## config.mk

```make
export PLATFORM = sky130hd
export DESIGN_NAME = memory_access_stage
export DESIGN_NICKNAME = d
export VERILOG_FILES = /design/src/rtl/memory_access_stage.sv
export SDC_FILE = /design/constraint.sdc
export NUM_CORES = 1
export LEC_CHECK = 0
export ABC_AREA = 1
export BUFFER_PORTS_ARGS = -buffer_cell sky130_fd_sc_hd__buf_2
export CAP_MARGIN = 20
export CORE_MARGIN = 5
export CORE_UTILIZATION = 42
export CTS_BUF_LIST = sky130_fd_sc_hd__clkbuf_16
export CTS_CLUSTER_SIZE = 30
export DETAILED_ROUTE_END_ITERATION = 10
export PLACE_DENSITY = 0.77
export SYNTH_ARGS = -nofsm -noshare
export SYNTH_HDL_FRONTEND = slang
export SYNTH_SLANG_ARGS = --single-unit
```

## constraint.sdc

```tcl
create_clock -name clk -period 1.4 [get_ports clk]
set_input_delay 0.14 -clock clk [delete_from_list [all_inputs] [get_ports clk]]
set_output_delay 0.14 -clock clk [all_outputs]
set_load 0.02 [all_outputs]
```

## src/rtl/memory_access_stage.sv

```systemverilog
// Memory-access pipeline stage: req/ack data-memory port, store lane alignment, load extension, MEM/WB register.
// Optional misaligned-access trap enabled by defining MISALIGN_TRAP_EN (adds MisalignW output).
module memory_access_stage #(
  parameter int unsigned DATA_WIDTH = 32,
  parameter int unsigned ADDR_WIDTH = 5
) (
  input  logic                  clk,
  input  logic                  rst_n,
  input  logic                  RegWriteM,
  input  logic [1:0]            ResultSrcM,
  input  logic                  MemWriteM,
  input  logic [2:0]            MemoryOpM,
  input  logic [DATA_WIDTH-1:0] ALUResultM,
  input  logic [DATA_WIDTH-1:0] WriteDataM,
  input  logic [ADDR_WIDTH-1:0] RdM,
  input  logic [DATA_WIDTH-1:0] PCPlus4M,
  output logic                  mem_req,
  output logic                  mem_we,
  output logic [DATA_WIDTH-1:0] mem_addr,
  output logic [DATA_WIDTH-1:0] mem_wdata,
  output logic [3:0]            mem_wstrb,
  input  logic                  mem_ack,
  input  logic [DATA_WIDTH-1:0] mem_rdata,
  output logic                  StallM,
`ifdef MISALIGN_TRAP_EN
  output logic                  MisalignW,
`endif
  output logic                  RegWriteW,
  output logic [1:0]            ResultSrcW,
  output logic [DATA_WIDTH-1:0] ALUResultW,
  output logic [DATA_WIDTH-1:0] ReadDataW,
  output logic [ADDR_WIDTH-1:0] RdW,
  output logic [DATA_WIDTH-1:0] PCPlus4W
);

  localparam int unsigned STRB_W = 4;
  localparam logic [2:0] OP_B  = 3'b000;
  localparam logic [2:0] OP_H  = 3'b001;
  localparam logic [2:0] OP_W  = 3'b010;
  localparam logic [2:0] OP_BU = 3'b100;
  localparam logic [2:0] OP_HU = 3'b101;

  typedef enum logic {S_IDLE, S_WAIT} state_e;

  state_e state_q, state_d;

  logic                  is_load;
  logic                  access;
  logic                  misalign;
  logic                  go;
  logic [1:0]            byte_off;
  logic [7:0]            rd_byte;
  logic [15:0]           rd_half;
  logic [DATA_WIDTH-1:0] load_data;

  assign is_load  = (ResultSrcM == 2'b01);
  assign access   = MemWriteM | is_load;
  assign byte_off = ALUResultM[1:0];

`ifdef MISALIGN_TRAP_EN
  always_comb begin
    misalign = 1'b0;
    if (access) begin
      case (MemoryOpM)
        OP_H, OP_HU: misalign = byte_off[0];
        OP_W:        misalign = (byte_off != 2'b00);
        default:     misalign = 1'b0;
      endcase
    end
  end
`else
  assign misalign = 1'b0;
`endif

  assign go = access & ~misalign;

  // Store lane steering: halfwords always land on an even lane pair
  assign mem_we   = MemWriteM;
  assign mem_addr = {ALUResultM[DATA_WIDTH-1:2], 2'b00};

  always_comb begin
    mem_wstrb = '0;
    mem_wdata = '0;
    if (MemWriteM) begin
      case (MemoryOpM)
        OP_B: begin
          mem_wstrb = STRB_W'(4'b0001 << byte_off);
          mem_wdata = {4{WriteDataM[7:0]}};
        end
        OP_H: begin
          mem_wstrb = byte_off[1] ? 4'b1100 : 4'b0011;
          mem_wdata = {2{WriteDataM[15:0]}};
        end
        default: begin
          mem_wstrb = 4'b1111;
          mem_wdata = WriteDataM;
        end
      endcase
    end
  end

  // Load extraction from the aligned read word
  always_comb begin
    case (byte_off)
      2'd0:    rd_byte = mem_rdata[7:0];
      2'd1:    rd_byte = mem_rdata[15:8];
      2'd2:    rd_byte = mem_rdata[23:16];
      default: rd_byte = mem_rdata[31:24];
    endcase
    rd_half = byte_off[1] ? mem_rdata[31:16] : mem_rdata[15:0];
  end

  always_comb begin
    load_data = '0;
    if (is_load && !misalign) begin
      case (MemoryOpM)
        OP_B:    load_data = {{24{rd_byte[7]}}, rd_byte};
        OP_BU:   load_data = {24'd0, rd_byte};
        OP_H:    load_data = {{16{rd_half[15]}}, rd_half};
        OP_HU:   load_data = {16'd0, rd_half};
        default: load_data = mem_rdata;
      endcase
    end
  end

  always_ff @(posedge clk or negedge rst_n) begin
    if (!rst_n) state_q <= S_IDLE;
    else        state_q <= state_d;
  end

  // Request/stall are forced low while reset is asserted so an abort is visible immediately
  always_comb begin
    state_d = state_q;
    mem_req = 1'b0;
    StallM  = 1'b0;
    case (state_q)
      S_IDLE: begin
        mem_req = rst_n & go;
        StallM  = rst_n & go & ~mem_ack;
        if (go && !mem_ack) state_d = S_WAIT;
      end
      S_WAIT: begin
        mem_req = rst_n;
        StallM  = rst_n & ~mem_ack;
        if (mem_ack) state_d = S_IDLE;
      end
      default: state_d = S_IDLE;
    endcase
  end

  // MEM/WB register; a stalled cycle becomes a bubble
  always_ff @(posedge clk or negedge rst_n) begin
    if (!rst_n) begin
      RegWriteW  <= 1'b0;
      ResultSrcW <= 2'b00;
      ALUResultW <= '0;
      ReadDataW  <= '0;
      RdW        <= '0;
      PCPlus4W   <= '0;
`ifdef MISALIGN_TRAP_EN
      MisalignW  <= 1'b0;
`endif
    end else if (StallM) begin
      RegWriteW  <= 1'b0;
      RdW        <= '0;
`ifdef MISALIGN_TRAP_EN
      MisalignW  <= 1'b0;
`endif
    end else begin
      RegWriteW  <= RegWriteM & ~misalign;
      ResultSrcW <= ResultSrcM;
      ALUResultW <= ALUResultM;
      ReadDataW  <= load_data;
      RdW        <= RdM;
      PCPlus4W   <= PCPlus4M;
`ifdef MISALIGN_TRAP_EN
      MisalignW  <= misalign;
`endif
    end
  end

endmodule

```

==> flow_metrics.tcl <==
set metrics [dict create \
    outcome "finished, final reports clean" \
    post-dp-hpwl_mm 14.8 \
    fin_skew_ns 0.0118 \
    cts_tree "built" \
    seq_area_frac_synth 0.480 \
    place_inst 1199 \
    fp.coreArea_um2 12700 \
    grt_first_pass_wirelength_mm 28.8 \
    detail_route.wirelength_mm 20.2 \
    proportion_of_register_bits_with_asynchronous_set_or_reset_after_synthesis 1.00 \
    grt_pass1_vias 5640 \
    synthesis.instances 757 \
    relSlewSlack 0.663 \
    timing.critical_path.slowest_cell_delay_ns 0.37 \
    grt_max_degree 98 \
    syn-cell-area_um2 5470 \
    r2r_start "state_q" \
    worst_setup_hold_path_clk_slew_ns 0.08 \
    detail_route.wl_per_cell_um 16.2 \
    pin_count 318 \
    worst_skew_pair.late_latency_ns 0.34 \
    startpoint "state_q" \
    grt_overflow 0 \
    worstHoldPathCells 3 \
    peakVddDrop_mv 0.721 \
    worstMarginPinSlew_ns 0.506 \
    groute.usage.overall 0.244 \
    antenna_cells 0 \
    most_area_consuming_cells_after_synthesis "dfrtp_1 (48%), nand2_1 (26%), buf_4 (5.8%)" \
    die_width_um 124 \
    totalPowerFinal_mw 7.99 \
    area_delta_synth_final_pct 42.4 \
    die_y_um 124 \
    n_fill_cell 1157 \
    synth.top_cell.area_share 0.480 \
    timing.final.setup_violations 0 \
    ctsRootBufferMaster "clkbuf_16" \
    rsz0062_at_grt "true" \
    detail_route.vias_per_cell 4.75 \
    num_rows 41 \
    min-delay-path-class "primary input to flip-flop" \
    ant_nets 0 \
    tritoncts.num_buffers 9 \
    final_net_count 1216 \
    cells_along_the_critical_path "nor2_2, nand2_1, nand2_2, nor2_4, buf_12, buf_8" \
    critical_path_class "flip-flop to primary output" \
    timing.fmax_mhz 720 \
    numPortBuffers 315 \
    final_cell_count_no_fill 1250 \
    timing.final.hold_violations 0 \
    peak_fanout_along_the_critical_path 2 \
    routabilityCongestion 0.920 \
    min-delay-start "ALUResultM[12]" \
    netlist.top_cell.by_area "dfrtp_1" \
    postSynthAreaPerCell_um2 7.23 \
    yosys_register_bits 105 \
    dr_total_vias 5940 \
    pwr_density_cell_nw_per_um2 1020 \
    cp.required_ns 1.26 \
    p_leak_nw 4.71 \
    maxSlewViolCount 0 \
    cts.htree.levels 3 \
    drive_gt1_frac 0.353 \
    clock_sinks 105 \
    timing.critical_path.from_type "flip-flop" \
    critPathCaptureType "primary output" \
    remaining_drc_errors 0 \
    synth_enable_flop_cells 0 \
    period_share 0.992 \
    initial_utilization 0.430 \
    firstDrtPassIters 7 \
    cell_with_the_largest_stage_delay_on_the_worst_path "dfrtp_1" \
    antenna_violations_before_repair 0 \
    post_synth_num_cell_types 25 \
    ctsLongestPathBuffers 2 \
    initialDrtViolationCount 398 \
    synth_top_flop_cell "dfrtp_1" \
    floorplan.die_area_um2 15400 \
    layout_min_cycle_time_ns 1.39 \
    worst_ep_arrival_time_ns 1.25 \
    yosysWarnings 0 \
    reg2regPathDepth 8 \
    timing.max_cap.violations 0 \
]
-- power breakdown --
group,total (mW),switching (mW),internal (mW)
clock network,2.52,1.12,1.39
logic,2.09,1.34,0.755
registers,3.38,0.117,3.26
-- worst max-delay path, delay by kind of cell, from the launching register on --
kind | cells | cell delay (ns)
buffers and inverters | 2 | 0.24
and+or+nand+nor | 4 | 0.31
DFF | 1 | 0.37
-- cells by family after synthesis --
group                  synth area share
buffers and inverters             0.120
flip-flops                        0.480
AND/OR/NAND/NOR                   0.355
other                          0.000685
AO/OA/AOI/OAI                    0.0441
-- synthesized netlist by cell type, types with 5 or more instances --
cell type  count
inv_1         39
o21ai_0       18
inv_2          5
o21ai_1        5
buf_2         13
a21oi_1       19
nand2_1      381
dfrtp_1      105
nor2_1        79
nand3_1       20
buf_4         42
buf_6          8
-- per-layer routing --
metal  vias to the layer above  GRT usage  wire (µm)
met3                        31     0.0649       1980
met4                         0     0.0938        520
met2                       291      0.435      10300
li1                       2901          -          -
met1                      2717      0.279       7480
met5                         -          0          0
-- layout make-up --
| type | count | area [µm²] | share of cell area |
|---|---|---|---|
| Clock buffer | 9 | 225 | 0.0289 |
| Clock inverter | 7 | 71.3 | 0.00915 |
| Inverter | 45 | 176 | 0.0226 |
| Multi-Input combinational cell | 541 | 2220 | 0.285 |
| Sequential cell | 105 | 2630 | 0.337 |
| Tap cell | 172 | 215 | 0.0276 |
| Timing Repair Buffer | 370 | 2250 | 0.289 |
| Timing Repair inverter | 1 | 7.51 | 0.000963 |
-- flip-flops by register name, indices dropped and copies added (netlist names) --
register    cells
RegWriteW       1
RdW             5
ReadDataW      32
state_q         1
ResultSrcW      2
PCPlus4W       32
ALUResultW     32
-- timing repair --
item	4_1_cts	5_1_grt
gates cloned	2	3
buffers inserted	3	1
resized for setup	5	13
endpoints found under the hold margin	130	0
hold buffers	26	0
endpoints found under the setup margin	14	93
pin swaps	4	2
-- per-stage QoR --
step           hold WS, ns  utilization  area [µm²]  worst slack (ns)  setup TNS [ns]
6_report           0.00590        0.613        7790            0.0109               0
4_1_cts           0.000307        0.605        7690           -0.0402         -0.0402
3_5_place_dp         0.129        0.553        7030           -0.0155         -0.0424
2_1_floorplan       -0.156            -        5480             0.168               0
5_1_grt            0.00749        0.613        7790           -0.0376         -0.0376
3_3_place_gp         0.125        0.553        7030            0.0118               0
-- worst paths after layout --
path / endpoint / slack [ns]
max: StallM / 0.01
min: ALUResultW[12] / 0.006
max reg2reg: PCPlus4W[26] / 0.06
min reg2reg: ReadDataW[29] / 0.47
max in group asynchronous: ReadDataW[25] / 0.48
min in group asynchronous: state_q / 0.42
-- placed cells by master (no fill, tap or decap), types with 11 or more instances in the layout --
| cell type | Yosys | final |
|---|---|---|
| inv_1 | 39 | 40 |
| buf_4 | 42 | 18 |
| dlygate4sd3_1 | 0 | 26 |
| a21oi_1 | 19 | 19 |
| clkbuf_16 | 0 | 11 |
| nor2_1 | 79 | 78 |
| dfrtp_1 | 105 | 105 |
| nand2_1 | 381 | 380 |
| o21ai_0 | 18 | 18 |
| nand3_1 | 20 | 20 |
| buf_2 | 13 | 312 |
Power figures use the tool's default switching activity.
